--- src/rtl/mem_access_ctrl.sv ---
// mem_access_ctrl: single-port memory access controller with single-beat writes
// and incrementing read bursts, one outstanding host request at a time.
`default_nettype none

module mem_access_ctrl #(
  parameter int AddrSize = 8,
  parameter int DataSize = 32,
  parameter int LenSize  = 4
) (
  input  logic                Clk,
  input  logic                Reset,
  input  logic                ReqValid,
  output logic                ReqReady,
  input  logic                ReqRW,
  input  logic [AddrSize-1:0] ReqAddr,
  input  logic [DataSize-1:0] ReqData,
  input  logic [LenSize-1:0]  ReqLen,
  output logic                RspValid,
  input  logic                RspReady,
  output logic [DataSize-1:0] RspData,
  output logic                RspLast,
  output logic                WrAck,
  output logic                MemValid,
  output logic                MemRW,
  output logic [AddrSize-1:0] MemAddr,
  output logic [DataSize-1:0] MemDin,
  input  logic [DataSize-1:0] MemDout
);

  localparam logic [2:0] IDLE    = 3'd0;
  localparam logic [2:0] WRITE   = 3'd1;
  localparam logic [2:0] ISSUE   = 3'd2;
  localparam logic [2:0] CAPTURE = 3'd3;
  localparam logic [2:0] RESP    = 3'd4;

  logic [2:0]          state;
  logic [LenSize-1:0]  beats_left;
  logic [DataSize-1:0] rsp_data;
  logic                wr_ack;
  logic                mem_rw;
  logic [AddrSize-1:0] mem_addr;
  logic [DataSize-1:0] mem_din;
  logic                accept;

  // The WrAck cycle is spent in IDLE but must not overlap ReqReady.
  assign ReqReady = (state == IDLE) && !wr_ack;
  assign accept   = ReqValid && ReqReady;

  assign MemValid = (state == WRITE) || (state == ISSUE);
  assign RspValid = (state == RESP);
  assign RspLast  = (state == RESP) && (beats_left == '0);
  assign RspData  = rsp_data;
  assign WrAck    = wr_ack;
  assign MemRW    = mem_rw;
  assign MemAddr  = mem_addr;
  assign MemDin   = mem_din;

  // mem_addr doubles as the burst's current address register.
  always_ff @(posedge Clk or negedge Reset) begin
    if (!Reset) begin
      state      <= IDLE;
      beats_left <= '0;
      rsp_data   <= '0;
      wr_ack     <= 1'b0;
      mem_rw     <= 1'b0;
      mem_addr   <= '0;
      mem_din    <= '0;
    end else begin
      wr_ack <= 1'b0;
      case (state)
        IDLE: begin
          if (accept) begin
            mem_rw   <= ReqRW;
            mem_addr <= ReqAddr;
            mem_din  <= ReqData;
            if (ReqRW) begin
              state <= WRITE;
            end else begin
              beats_left <= ReqLen;
              state      <= ISSUE;
            end
          end
        end
        WRITE: begin
          wr_ack <= 1'b1;
          state  <= IDLE;
        end
        ISSUE: begin
          state <= CAPTURE;
        end
        CAPTURE: begin
          rsp_data <= MemDout;
          state    <= RESP;
        end
        RESP: begin
          if (RspReady) begin
            if (beats_left == '0) begin
              state <= IDLE;
            end else begin
              beats_left <= beats_left - 1'b1;
              mem_addr   <= mem_addr + 1'b1;
              state      <= ISSUE;
            end
          end
        end
        default: begin
          state <= IDLE;
        end
      endcase
    end
  end

endmodule

`default_nettype wire

--- config.mk ---
export PLATFORM = sky130hd
export DESIGN_NAME = mem_access_ctrl
export DESIGN_NICKNAME = d
export VERILOG_FILES = /design/src/rtl/mem_access_ctrl.sv
export SDC_FILE = /design/constraint.sdc
export NUM_CORES = 1
export LEC_CHECK = 0
export BUFFER_PORTS_ARGS = -buffer_cell sky130_fd_sc_hd__buf_2
export CAP_MARGIN = 20
export CORE_UTILIZATION = 46
export CTS_CLUSTER_DIAMETER = 60
export DETAILED_ROUTE_END_ITERATION = 16
export PLACE_DENSITY = 0.87
export SYNTH_ARGS = -nofsm -noshare
export SYNTH_HDL_FRONTEND = slang
export SYNTH_SLANG_ARGS = --single-unit
--- constraint.sdc ---
create_clock -name Clk -period 2.55 [get_ports Clk]
set_clock_uncertainty 0.1 [all_clocks]
set_input_delay 0.1275 -clock Clk [delete_from_list [all_inputs] [get_ports Clk]]
set_output_delay 0.1275 -clock Clk [all_outputs]
set_load 0.05 [all_outputs]
==> impl_metrics.csv <==
group,metric,value,unit
status,status,"finished clean",
timing,maxSlewHeadroom,0.704,
route,vias_per_cell,4.93,
logic_synthesis,ys_ff_latch,81,
critical_path,start_kind,"flop",
timing,slew_violations,0,
min_path,hold_class,"in -> reg",
clocking,cts_tree,"built",
clocking,worstSkewPairLatency,0.33,ns
critical_path,required,2.67,ns
timing,worst_hold_slack,0.0449,ns
finish,num-nets-final,555,
logic_synthesis,post-synth-top-count-cell,"dfrtp_1",
critical_path,worstSetupPathType,"reg -> reg",
grt,grt_use_total,0.232,
logic_synthesis,yosysTopAreaCell,"dfrtp_1",
grt,grt_pass1_vias,3018,
logic_synthesis,synth.cell_area,3350,µm²
placement,hpwl,5.19,mm
finish,antennaDiodeCount,0,
critical_path,cp-end-kind,"flop",
grt,grt_pass1_wl,13.5,mm
logic_synthesis,async_reset_ff_frac,1.00,
clocking,clk_pin_slew_worst_paths,0.07,ns
clocking,htree_levels,3,
clocking,cts_made_buffers,9,
floorplan,die_area,7630,µm²
clocking,cts_setup_buffers,0,
clocking,clk_path_buf_depth,2,
timing,layout_min_cycle_time,2.15,ns
route,wl,8.58,mm
logic_synthesis,synthTopCellsByCount,"dfrtp_1 (81), mux2_2 (66), buf_2 (11), a21oi_1 (10), nand2_1 (10)",
timing,finalCritPeriodShare,0.843,
timing,finalSetupViolCount,0,
finish,syn2layout_area_growth,54.6,%
finish,fillers,465,
logic_synthesis,synth_fa_ha_area_frac,0.00747,
route,dr.pass1.iters,4,
route,wl_per_cell,15.0,µm
route,vias,2821,
timing,fmax,465,MHz
clocking,cts.sinks,81,
grt,overflow,0,
floorplan,coreArea,6910,µm²
route,drc,0,
grt,grt_start_max_net_pins,82,
logic_synthesis,synth.avg_cell_area,13.9,µm²
logic_synthesis,synth_top_family_by_area,"multiplexers",
logic_synthesis,synth_xor_area_frac,0.00261,
placement,place_ws,0.441,ns
logic_synthesis,yosysTopAreaCellShare,0.605,
logic_synthesis,ys_top_cells_by_area,"dfrtp_1 (60%), mux2_2 (22%), buf_2 (1.6%)",
logic_synthesis,yosys_warnings,0,
floorplan,rows,30,
logic_synthesis,synth-simple-area-share,0.0672,
placement,portBuffers,158,
logic_synthesis,synth_mux_area_frac,0.222,
critical_path,rr_worst_depth,5,
route,first_iter_violations,130,
logic_synthesis,synthCells,242,
critical_path,cp_data_arrival_time,2.27,ns
logic_synthesis,syn-num-nets,325,
clocking,root_buffer,"clkbuf_8",
logic_synthesis,synth-compound-area-share,0.0705,
route,postRouteAntennaNets,0,
timing,worstMarginPinSlew,0.444,ns
floorplan,die_w,87.4,µm
logic_synthesis,synthFlopType,"dfrtp_1",
grt,antenna_found_initial,0,
logic_synthesis,synth-edff-count,0,
finish,drive_gt1_frac,0.513,
logic_synthesis,synth-seq-area-share,0.605,
timing,fin_ws,0.399,ns
timing,setup-tns-final,0,ns
placement,place.gp.congestion,0.824,
logic_synthesis,synthDistinctLibCells,33,
timing,final_hold_viol_count,0,
job,max_cap_violations,0,
floorplan,fp.dieH,87.4,µm
critical_path,crit_fanout,24,
floorplan,start_util,0.485,
timing,rsz0062_at_grt,"false",
floorplan,io_pins,159,
min_path,whs_path_depth,4,
sequential cells by signal, indices dropped and copies added (netlist names):
| signal | count |
|---|---|
| MemRW | 1 |
| MemAddr | 8 |
| WrAck | 1 |
| MemDin | 32 |
| beats_left | 4 |
| state | 3 |
| RspData | 32 |
placed cells by master, fill, tap and decap left out, drive strengths merged:
cell,Yosys,routed
nand2,10,10
a21oi,10,10
nor3,4,4
xnor2,1,1
clkinvlp,0,2
nand3b,2,2
nor2b,1,1
ha,2,2
dlygate4sd3,0,71
o2bb2a,4,4
nor2,4,4
a2bb2oi,2,2
nor3b,2,2
o21ai,8,8
a22oi,2,2
nand3,8,8
dfrtp,81,81
inv,2,2
a311o,1,1
bufinv,0,3
clkbuf,0,10
o22ai,3,3
a211oi,2,2
o211ai,1,1
mux2,66,66
clkinv,1,1
nor4,1,1
and3,4,4
a31oi,2,2
or3b,2,2
nand2b,2,2
a32o,1,1
buf,13,161
cells by family after synthesis:
| kind of cell | count (synthesis) |
|---|---|
| DFF | 81 |
| buffers and inverters | 16 |
| muxes | 66 |
| and+or+nand+nor | 40 |
| AOI/OAI and AO/OA | 36 |
| xor gates and xnor gates | 1 |
| adders and majority gates | 2 |
critical path: stages, from the launching register on:
cell and delay [ns]:
dfrtp_1 0.53, or3b_4 0.50, clkinv_4 0.18, nand3_4 0.13
nand2_1 0.23, mux2_2 0.36
path summary, 6_finish.rpt:
check	startpoint	end	slack [ns]
max	state[2]	MemAddr[1]	0.40
min	ReqAddr[1]	MemAddr[1]	0.04
max reg2reg	state[2]	MemAddr[1]	0.40
min reg2reg	RspData[29]	RspData[29]	0.40
max in group asynchronous	Reset	MemDin[26]	1.73
min in group asynchronous	Reset	beats_left[3]	0.05
stage by stage:
step | cell area (µm²) | cells | util
3_3_place_gp | 4210 | 485 | 0.610
4_1_cts | 5150 | 571 | 0.746
6_report | 5180 | 572 | 0.750
2_1_floorplan | 3350 | 242 | -
5_1_grt | 5180 | 572 | 0.750
3_5_place_dp | 4210 | 485 | 0.610
layer usage:
layer | GRT usage | vias to the layer above | share of wire
met4 | 0.107 | 0 | 0.021
met5 | 0 | - | 0
met3 | 0.0531 | 20 | 0.065
li1 | - | 1328 | -
met1 | 0.252 | 1350 | 0.38
met2 | 0.428 | 123 | 0.54
area by class of cell:
| type | count | area (µm²) | share of cell area |
|---|---|---|---|
| clock buffers | 10 | 128 | 0.0246 |
| clock inverters | 5 | 105 | 0.0203 |
| flip-flops and latches | 81 | 2030 | 0.391 |
| repair buffers | 232 | 1550 | 0.298 |
| well taps | 96 | 120 | 0.0232 |
| multi-input cells | 145 | 1240 | 0.239 |
| inverters | 3 | 16.3 | 0.00314 |
repair_timing:
item	CTS	global route
hold buffers	71	0
hold endpoints to repair	151	0
resized for setup	0	0
Power is not shown: default switching activity piles up to over one toggle a cycle in this logic, so the estimate is an artifact.
